$ cat src/rtl/forwarding_unit.sv
// EX-stage operand forward selects, WB-out destination shadow and a one-bubble load-use FSM.
// Define FWD_STATS_EN to build the saturating fwd_cnt / lu_stall_cnt counters; otherwise both read 0.
module forwarding_unit #(
    parameter int XLEN_RF = 5
) (
    input  logic               clk,
    input  logic               rst_n,
    input  logic               stall_i,
    input  logic               flush_i,
    input  logic [XLEN_RF-1:0] IF_ID_rs1,
    input  logic [XLEN_RF-1:0] IF_ID_rs2,
    input  logic [XLEN_RF-1:0] ID_EX_rs1,
    input  logic [XLEN_RF-1:0] ID_EX_rs2,
    input  logic [XLEN_RF-1:0] ID_EX_rd,
    input  logic               ID_EX_MemRead,
    input  logic [XLEN_RF-1:0] EX_MEM_rd,
    input  logic               EX_MEM_RegWrite,
    input  logic [XLEN_RF-1:0] MEM_WB_rd,
    input  logic               MEM_WB_RegWrite,
    output logic [1:0]         Forward1,
    output logic [1:0]         Forward2,
    output logic               hazard_stall,
    output logic [31:0]        fwd_cnt,
    output logic [31:0]        lu_stall_cnt
);
    localparam logic [0:0] S_IDLE     = 1'b0;
    localparam logic [0:0] S_LU_STALL = 1'b1;

    logic [XLEN_RF-1:0] wbo_rd_q, wbo_rd_d;
    logic               wbo_we_q, wbo_we_d;
    logic [0:0]         state_q, state_d;
    logic               ex_mem_ok, mem_wb_ok, wbo_ok, lu_hit, hs;
    logic [1:0]         fwd1, fwd2;

    // Shadow tracks the datapath WB_RegData_out register, so it shares its enable.
    always_comb begin
        wbo_rd_d = stall_i ? wbo_rd_q : MEM_WB_rd;
        wbo_we_d = stall_i ? wbo_we_q : MEM_WB_RegWrite;
    end

    assign ex_mem_ok = EX_MEM_RegWrite && (EX_MEM_rd != '0);
    assign mem_wb_ok = MEM_WB_RegWrite && (MEM_WB_rd != '0);
    assign wbo_ok    = wbo_we_q && (wbo_rd_q != '0);

    // Youngest producer wins.
    always_comb begin
        fwd1 = 2'b00;
        if (ex_mem_ok && EX_MEM_rd == ID_EX_rs1)      fwd1 = 2'b10;
        else if (mem_wb_ok && MEM_WB_rd == ID_EX_rs1) fwd1 = 2'b01;
        else if (wbo_ok && wbo_rd_q == ID_EX_rs1)     fwd1 = 2'b11;
        fwd2 = 2'b00;
        if (ex_mem_ok && EX_MEM_rd == ID_EX_rs2)      fwd2 = 2'b10;
        else if (mem_wb_ok && MEM_WB_rd == ID_EX_rs2) fwd2 = 2'b01;
        else if (wbo_ok && wbo_rd_q == ID_EX_rs2)     fwd2 = 2'b11;
    end

    assign lu_hit = ID_EX_MemRead && (ID_EX_rd != '0) &&
                    ((ID_EX_rd == IF_ID_rs1) || (ID_EX_rd == IF_ID_rs2));

    always_comb begin
        state_d = state_q;
        hs      = 1'b0;
        if (flush_i) begin
            state_d = S_IDLE;
        end else begin
            case (state_q)
                S_IDLE: begin
                    hs = lu_hit;
                    if (lu_hit && !stall_i) state_d = S_LU_STALL;
                end
                S_LU_STALL: if (!stall_i) state_d = S_IDLE;
                default:    state_d = S_IDLE;
            endcase
        end
    end

    // Outputs are forced quiet while reset is held.
    assign Forward1     = rst_n ? fwd1 : 2'b00;
    assign Forward2     = rst_n ? fwd2 : 2'b00;
    assign hazard_stall = rst_n && hs;

    always_ff @(posedge clk or negedge rst_n) begin
        if (!rst_n) begin
            wbo_rd_q <= '0;
            wbo_we_q <= 1'b0;
            state_q  <= S_IDLE;
        end else begin
            wbo_rd_q <= wbo_rd_d;
            wbo_we_q <= wbo_we_d;
            state_q  <= state_d;
        end
    end

`ifdef FWD_STATS_EN
    logic [31:0] fwd_cnt_q, fwd_cnt_d, lu_cnt_q, lu_cnt_d;
    logic        lu_enter;

    assign lu_enter = (state_q == S_IDLE) && (state_d == S_LU_STALL);

    always_comb begin
        fwd_cnt_d = fwd_cnt_q;
        lu_cnt_d  = lu_cnt_q;
        if (!stall_i && (Forward1 != 2'b00 || Forward2 != 2'b00) && fwd_cnt_q != 32'hFFFF_FFFF)
            fwd_cnt_d = fwd_cnt_q + 32'd1;
        if (lu_enter && lu_cnt_q != 32'hFFFF_FFFF)
            lu_cnt_d = lu_cnt_q + 32'd1;
    end

    always_ff @(posedge clk or negedge rst_n) begin
        if (!rst_n) begin
            fwd_cnt_q <= '0;
            lu_cnt_q  <= '0;
        end else begin
            fwd_cnt_q <= fwd_cnt_d;
            lu_cnt_q  <= lu_cnt_d;
        end
    end

    assign fwd_cnt      = fwd_cnt_q;
    assign lu_stall_cnt = lu_cnt_q;
`else
    assign fwd_cnt      = 32'h0;
    assign lu_stall_cnt = 32'h0;
`endif

endmodule
$ cat config.mk
export PLATFORM = sky130hd
export DESIGN_NAME = forwarding_unit
export DESIGN_NICKNAME = d
export VERILOG_FILES = /design/src/rtl/forwarding_unit.sv
export SDC_FILE = /design/constraint.sdc
export NUM_CORES = 1
export LEC_CHECK = 0
export BUFFER_PORTS_ARGS = -buffer_cell sky130_fd_sc_hd__clkbuf_2
export CORE_MARGIN = 4
export CORE_UTILIZATION = 35
export CTS_CLUSTER_DIAMETER = 80
export DETAILED_ROUTE_END_ITERATION = 12
export PLACE_DENSITY_LB_ADDON = 0.25
export SETUP_SLACK_MARGIN = 0.4
export SYNTH_ARGS = -nofsm -noshare
export SYNTH_HDL_FRONTEND = slang
export SYNTH_SLANG_ARGS = --single-unit
$ cat constraint.sdc
create_clock -name clk -period 1.6 [get_ports clk]
set_clock_uncertainty 0.05 [all_clocks]
set_input_delay 0.08 -clock clk [delete_from_list [all_inputs] [get_ports clk]]
set_output_delay 0.08 -clock clk [all_outputs]
set_load 0.1 [all_outputs]
==> run metrics, run 1 <==
Chip Width slightly below 70 um; required time of the critical path 1470 ps; worst skew pair latency around 220 ps; fill count 353; Synth Area in Compound Gates approximately 4.2%; drt wl/cell 11.4 um; number of buffers created by CTS 3; Routed WL a little over 3000 um; flops & latches, synth 7; DP HPWL roughly 2700 um; worst hold slack 93.9 ps; CTS tree done; CP bufs+invs 1; worst-path maximum fanout 3; critical path's top delay family simple AND/OR/NAND/NOR gates; crit end category output port; via count around 1100; Crit Path Class flip-flop to output port; IO Pins about 110; Root Driver clkbuf_8; clock tree buffer depth 2; Slowest cell on crit path or4_4; R2R Setup Slk 470 ps; die area roughly 4800 sq um; period utilization 120%; Max Cap Viol 0; synthesized cell area 1300 sq um; DIE HEIGHT approximately 70 um; Synthesis Warnings 0; post-synthesis mux area share around 5.2%; failing checks negative setup slack; n_diodes 0; minimum clock period roughly 1900 ps; CP Launch Type flip-flop; global placer's final weighted congestion about 0.8; row cnt 21; CP peak stage delay 540 ps; final slew viol count 0; pwr/cell area ~840 nW/um^2; Post-route DRC 0; fin area 1720 sq um; Via density 4.00; Unique masters post-synth 22; multi-input gate area in the final layout slightly below 1000 sq um; Area after DPL approximately 1600 sq um; Static Leakage between 0.8 and 0.9 nW; final hold vios 0; HP Class input port to flip-flop; xor/xnor cell area share of the yosys netlist 26.9%; Final TNS setup -1150 ps; global-route wire length before repair roughly 4000 um; Pre-Repair DR Iteration Count 4; post-layout util 49.6%; Max Fclk between 0.5 and 0.6 GHz; count of port buffers added during placement 46; Area Growth Syn to Fin 32.4%; Max VDD drop roughly 0.40 mV; post-synthesis sequential area ratio around 13%; post-route ant nets 0; htree depth 1; vias in the first global route just over 900; worst slack at placement -82.8 ps; Clock transition at path regs approximately 40 ps; largest family of logic cells by synthesized area buffers and inverters; initial detailed-routing violation count 10; share of cells above drive strength 1 approximately two fifths; Synth Area in Simple Gates ~12%; total track usage 11.0%; Mapped Cells 155; status finished with violations; post-synthesis average cell area approximately 8.4 sq um; RSZ-0062 raised after global routing true; worst path cell trace or4_4 -> nor2_4 -> nor4_2 -> o211a_2 -> buf_12; CP arrival 1790 ps; Seq. cell area 175 sq um; grt total ovfl 0; starting density of the core between 30% and 40%; CTS Sinks 7; core area 3470 sq um; Post-Synth Adder-Cell Area 0%; final setup fails 4; NumNets Final around 270; largest net degree at the start of global routing 9; setup ws final -316 ps; initial antenna violation count 0
per-stage QoR:
stage | power (W) | instances
global route | 0.00151 | 268
floorplan | 0.00113 | 218
detailed placement | 0.00116 | 259
CTS | 0.00141 | 265
finish | 0.00144 | 268
global placement | 0.00116 | 259
routing by layer:
metal / wire length [um] / global-route usage (%) / up-vias
li1: - / - / 522
met1: 1130 / 14.2 / 494
met2: 1640 / 18.9 / 57
met3: 293 / 1.78 / 0
met4: 0 / 2.92 / 0
met5: 0 / 0 / -
logic make-up (layout without fill, tap and decap cells):
logic type,Yosys count,in the layout
buffers and inverters,66,70
multiplexers,6,6
AND/OR/NAND/NOR,27,27
other,1,64
AO/OA/AOI/OAI,8,8
flip-flops,7,7
XOR/XNOR,40,40
final timing paths:
path	to	start	cells past startpoint
max	Forward1[0]	wbo_rd_q[4]	5
max in group asynchronous	wbo_rd_q[4]	rst_n	2
max reg2reg	state_q	state_q	5
min	wbo_we_q	MEM_WB_RegWrite	2
min in group asynchronous	wbo_we_q	rst_n	2
min reg2reg	state_q	state_q	2
sequential cells by signal, summed over array words and instances (netlist names):
name and cells:
wbo_rd_q 5, state_q 1, wbo_we_q 1
worst reg2reg max path, delay by kind of cell (launching register included):
family | cells | cell delay, ps
flops | 1 | 380
compound gates | 2 | 250
buf+inv | 2 | 250
simple gates | 1 | 130
cell usage in the layout (no fill, tap or decap):
cell / Yosys / layout
nand4_1: 4 / 4
or4_1: 6 / 4
dfrtp_1: 7 / 7
nor4_2: 0 / 2
xnor2_1: 28 / 26
clkbuf_1: 1 / 1
clkbuf_8: 0 / 3
buf_12: 0 / 5
inv_1: 1 / 1
nand3_1: 4 / 4
or4_4: 0 / 2
xnor2_2: 0 / 2
mux2_2: 6 / 6
nor2_2: 1 / 2
buf_6: 0 / 3
nand2b_1: 2 / 2
o22ai_2: 0 / 1
o2111ai_4: 0 / 1
o21ai_2: 0 / 1
conb_1: 1 / 64
o21ai_0: 2 / 1
dlygate4sd3_1: 0 / 1
nand2_1: 2 / 2
xor2_1: 12 / 12
nand3b_1: 1 / 1
nor4_1: 4 / 2
a21oi_4: 0 / 2
nor2_4: 0 / 2
o211a_2: 0 / 2
clkbuf_2: 0 / 40
buf_4: 64 / 16
cell type report:
type,instances,area share [%]
tap,46,3.34
inverter,1,0.218
sequential,7,10.2
clock buffer,4,2.62
multi-input combinational,145,56.7
timing repair buffer,65,27.0
power breakdown:
part	switching (W)	internal, W
Clock	0.0000695	0.000172
Sequential	0.0000182	0.000194
Combinational	0.000808	0.000182
Total	0.000896	0.000548
synth_stat cells, drive strengths merged:
master,number,area [sq um]
nand3,4,20.0
o22ai,1,6.26
xnor2,28,245
dfrtp,7,175
inv,1,3.75
clkbuf,1,3.75
o21ai,2,10.0
a21oi,2,10.0
mux2,6,67.6
nor4,4,25.0
nand2b,2,12.5
nand2,2,7.51
nand3b,1,7.51
or4,6,45.0
buf,64,480
conb,1,3.75
nand4,4,25.0
o2111ai,1,8.76
xor2,12,105
o211a,2,20.0
nor2,4,17.5
repair_timing:
item | in CTS | in global routing
hold buffers | 1 | 0
buffers inserted | 1 | 3
cloned | 0 | 0
resized for setup | 2 | 17
endpoints found under the setup margin | 5 | 6
hold endpoints to repair | 7 | 0
pin swaps | 3 | 6
(Power assumes the default switching activity.)
==> run 2, diff against run 1 <==
Settings changed: PLACE_DENSITY from default to 0.73, PLACE_DENSITY_LB_ADDON 0.25 to default.
==> run 2 against run 1 <==
  * The flow still finishes with violations (negative setup slack)
  * Die area unchanged
  * Sequential power about the same
  * Core utilization down 0.94 points
  * Fmax up 0.39%
  * Largest cell class unchanged
==> run metrics, run 2 (synthesis gave the netlist of run 1 again) <==
share of cells above drive strength 1 39.5% (-1.0 points); setup ws final -308 ps (+7.48 ps); Via density 3.98 (-0.47%); grt total ovfl 0 (unchanged); drt wl/cell 11.5 um (+0.85%); HP Class input port to flip-flop; worst skew pair latency 220 ps (about the same); worst slack at placement -118 ps (-35.4 ps); count of port buffers added during placement 46 (unchanged); IO Pins 111 (unchanged); Clock transition at path regs 40 ps (about the same); Crit Path Class flip-flop to output port; pwr/cell area 855 nW/um^2 (+1.9%); core area 3470 sq um (unchanged); combinational group share of total power 68.3% (-0.3 points); vias in the first global route 1014 (+11%); via count 1060 (-1.2%); Area Growth Syn to Fin 29.9%; multi-input gate area in the final layout 972 sq um (-0.38%); Switch Pwr 0.000901 W (+0.57%); largest net degree at the start of global routing 9 (unchanged); DP HPWL 2740 um (+2.8%); CP Launch Type flip-flop; period utilization 119% (-0.47 points); DIE HEIGHT 68.9 um (unchanged); Sw Share 62.4% (+0.37 points); CTS Sinks 7 (unchanged); die area 4750 sq um (unchanged); CP arrival 1780 ps (about the same); Reg with most FFs wbo_rd_q; worst hold slack 98.1 ps (+4.26 ps); worst path cell trace or4_4 -> nor2_4 -> nor4_2 -> o211a_2 -> buf_12; Max Cap Viol 0 (unchanged); Static Leakage 0.803 nW (-2.0%); Seq. cell area 175 sq um (unchanged); fill count 347 (-1.7%); status finished with violations; Post-route DRC 0 (unchanged); initial detailed-routing violation count 9 (-1); worst-path maximum fanout 2 (-1); post-layout util 48.7% (-0.94 points); post-route ant nets 0 (unchanged); htree depth 1 (unchanged); global-route wire length before repair 4190 um (+6.1%); global placer's final weighted congestion 0.933 (+19%); Int Pwr 0.000542 W (-0.98%); CTS tree done; CP bufs+invs 1 (unchanged); CP peak stage delay 550 ps (about the same); Top Registers wbo_rd_q (5), state_q (1), wbo_we_q (1); required time of the critical path 1470 ps (about the same); commonest non-fill, non-tap cell in the layout conb_1; failing checks negative setup slack; row cnt 21 (unchanged); Flop pwr share 14.6% (about the same); clock tree buffer depth 2 (unchanged); starting density of the core 37.5% (unchanged); crit end category output port; Pre-Repair DR Iteration Count 2 (-2); number of buffers created by CTS 3 (unchanged); RSZ-0062 raised after global routing true; max reg flops 5 (unchanged); final slew viol count 0 (unchanged); Max VDD drop 0.439 mV (+10%); final hold vios 0 (unchanged); initial antenna violation count 0 (unchanged); total track usage 11.7% (+0.64 points); NumNets Final 263 (-0.75%); Routed WL 3060 um (about the same); n_diodes 0 (unchanged); Slowest cell on crit path or4_4; Root Driver clkbuf_8; final setup fails 4 (unchanged); Chip Width 68.9 um (unchanged); critical path's top delay family simple AND/OR/NAND/NOR gates; Max Fclk 0.524 GHz (+0.39%); minimum clock period 1910 ps (-7.48 ps); clock share of power 17.1% (+0.4 points); most frequent cells in the layout conb_1, clkbuf_2, xnor2_1, buf_4, xor2_1
==> run 2: changes by cell type in the layout (fill, tap and decap cells not counted) <==
cell | previous run | this run
buf_6 | 3 | 0
clkbuf_2 | 40 | 41
o21ai_0 | 1 | 2
o21ai_2 | 1 | 0
==> run 2: final cells by class <==
class | instances | area share [%]
well taps | 46 | 3.41
multi-input cells | 145 | 57.6
clock buffers | 4 | 2.67
flip-flops and latches | 7 | 10.4
repair buffers | 63 | 25.8
inverters | 1 | 0.222
==> run 2: path summary, 6_finish.rpt <==
kind	end	cells after the start	start	slack, ps
hold reg to reg	state_q	2	state_q	490
setup / recovery	Forward1[0]	5	wbo_rd_q[1]	-310
min in group asynchronous	wbo_rd_q[2]	2	rst_n	300
max in group asynchronous	wbo_rd_q[0]	2	rst_n	960
setup reg to reg	state_q	4	state_q	530
hold / removal	wbo_we_q	2	MEM_WB_RegWrite	100
==> run 2: layer usage <==
metal	vias to the layer above	track usage, %	wire, um	share of wire [%]
li1	521	-	-	-
met1	489	12.0	1010	33
met2	48	23.2	1770	58
met3	2	1.78	278	9.1
met4	0	4.38	9	0.29
met5	-	0	0	0
==> run 2: power by group through the flow <==
| stage | registers [W] | clock network [W] | logic, W |
|---|---|---|---|
| after floorplan | 0.000210 | 0 | 0.000924 |
| after global placement | 0.000209 | 0 | 0.000950 |
| after detailed placement | 0.000210 | 0 | 0.000956 |
| after CTS | 0.000210 | 0.000253 | 0.000974 |
| after global routing | 0.000213 | 0.000261 | 0.00103 |
| final | 0.000211 | 0.000246 | 0.000986 |
==> run 2: repair_timing <==
item                                   4_1_cts  5_1_grt
hold buffers                                 1        0
gates cloned                                 0        0
pin swaps                                    6        1
setup endpoints to repair                    5        5
resized for setup                            9        3
setup buffers                                1        0
endpoints found under the hold margin        7        0
==> run 2: per-stage QoR <==
| stage | TNS, ps | total power (W) | cell area (sq um) | std cells |
|---|---|---|---|---|
| 3_5_place_dp | -347 | 0.00117 | 1560 | 260 |
| 3_3_place_gp | -230 | 0.00116 | 1560 | 260 |
| 4_1_cts | -1170 | 0.00144 | 1670 | 266 |
| 5_1_grt | -1370 | 0.00150 | 1690 | 266 |
| 6_report | -1120 | 0.00144 | 1690 | 266 |
| 2_1_floorplan | -402 | 0.00113 | 1570 | 218 |
==> run 3, diff against run 2 <==
Clock period 1.6 ns to 2.1 ns, I/O delays scaled along.
==> run 3 against run 2 <==
  * The flow now finishes without violations
  * Clock power shrank 24%
  * First-iteration DRC count shrank 100%
  * Via count down 4.2%
  * Worst hold slack better by 6.5 ps
  * Sequential share of layout area grew 0.88 points
  * Clock-buffer cell count is 1 lower
  * Sequential power down 23%
  * Global-route usage is 0.24 points higher
  * Largest power group unchanged
  * Register-to-register slack improved by 610 ps
  * Sequential cell count unchanged
  * Routed wire length fell by 5.7%
==> run metrics, run 3 (synthesis gave the netlist of run 1 again) <==
max reg flops 5 (unchanged); Clock transition at path regs 40 ps (about the same); CTS Sinks 7 (unchanged); Reg with most FFs wbo_rd_q; number of buffers created by CTS 3 (unchanged); htree depth 1 (unchanged); reg2reg path depth 3 (-1); Top Registers wbo_rd_q (5), state_q (1), wbo_we_q (1); HP Class input port to flip-flop; n_diodes 0 (unchanged); initial antenna violation count 0 (unchanged); RSZ-0062 raised after global routing true; Max Fclk between 0.4 and 0.5 GHz; most frequent cells in the layout conb_1, clkbuf_2, xnor2_1, xor2_1; Final TNS setup 0 ps (+1120 ps); Routed WL 2890 um (-5.7%); R2R Setup Slk 1140 ps (+610 ps); Chip Width 68.9 um (unchanged); Root Driver clkbuf_8; required time of the critical path 1950 ps (+480 ps); count of port buffers added during placement 46 (unchanged); DP HPWL 2560 um (-6.4%); NumNets Final 251 (-4.6%); grt total ovfl 0 (unchanged); Area after DPL 1420 sq um (-8.9%); row cnt 21 (unchanged); final setup fails 0 (-4); Pre-Repair DR Iteration Count 1 (-1); CP Launch Type flip-flop; Post-route DRC 0 (unchanged); status finished, final reports clean; fin area 1570 sq um (-7.2%); minimum clock period around 2000 ps; Crit Path Class flip-flop to output port; Area Growth Syn to Fin 20.6%; starting density of the core 37.5% (unchanged); post-route ant nets 0 (unchanged); vias in the first global route 952 (-6.1%); commonest non-fill, non-tap cell in the layout conb_1; global-route wire length before repair 4260 um (+1.6%); share of cells above drive strength 1 34.1% (-5.4 points); worst skew pair latency 230 ps (about the same); global placer's final weighted congestion 0.835 (-10%); pwr/cell area 689 nW/um^2 (-19%); Max Cap Viol 0 (unchanged); CP arrival 1850 ps (+70 ps); total track usage 11.9% (+0.24 points); core area 3470 sq um (unchanged); IO Pins 111 (unchanged); drt wl/cell 11.4 um (-1.2%); initial detailed-routing violation count 0 (-9); final slew viol count 0 (unchanged); Via density 4.00 (+0.28%); CTS tree done; final hold vios 0 (unchanged); Worst Hold Depth 2 (unchanged); worst-path maximum fanout 3 (+1); Static Leakage 0.751 nW (-6.4%); DIE HEIGHT 68.9 um (unchanged); largest net degree at the start of global routing 9 (unchanged); Max VDD drop 0.358 mV (-18%); via count 1015 (-4.2%); die area 4750 sq um (unchanged); period utilization 95.3%; crit end category output port; clock tree buffer depth 2 (unchanged)
-- run 3: per-stage QoR --
step                instances  power [W]  hold WS, ps  utilization, %  worst slack (ps)
floorplan                 218   0.000865         -241               -              96.4
global placement          245   0.000855        -78.5            40.9               305
detailed placement        245   0.000860        -74.3            40.9               270
CTS                       253    0.00107          104            44.4               158
global route              254    0.00113          125            45.2              40.1
finish                    254    0.00108          105            45.2              99.6
-- run 3: timing repair --
action                                  CTS  global route
endpoints found under the setup margin    4             5
hold endpoints to repair                  7             0
gates resized for setup                   9             5
buffers inserted                          3             1
hold buffers                              1             0
pin swaps                                 5             1
-- run 3: routing by layer --
metal  vias up  share of wire [%]  GRT usage (%)
met5         -                  0              0
met4         0                2.0           5.84
met3         7                8.5           2.11
met2        52                 56           22.0
met1       457                 33           12.9
li1        499                  -              -
-- run 3: worst paths after layout --
check,end,startpoint
hold / removal,wbo_we_q,MEM_WB_RegWrite
setup / recovery,Forward1[0],wbo_rd_q[2]
min in group asynchronous,wbo_rd_q[1],rst_n
hold reg to reg,state_q,state_q
setup reg to reg,state_q,state_q
max in group asynchronous,wbo_rd_q[3],rst_n
-- run 3: critical path: stages, from the launching register on --
cell	delay, ps
dfrtp_1	390
or4_4	550
nor2_4	180
nor4_4	70
o211a_1	250
buf_12	180
-- run 3: report_power, final --
part           internal, W  total, W  leakage [nW]  switching [W]
Clock             0.000128  0.000187        0.0255      0.0000587
Combinational     0.000120  0.000732         0.643       0.000612
Sequential        0.000148  0.000162        0.0831      0.0000137
-- run 3: layout make-up --
type                            instances  area, sq um
Fill cell                             351         1900
Clock buffer                            3         41.3
Inverter                                1         3.75
Multi-Input combinational cell        145          947
Clock inverter                          1         5.00
Timing Repair Buffer                   51          337
Tap cell                               46         57.6
Sequential cell                         7          176
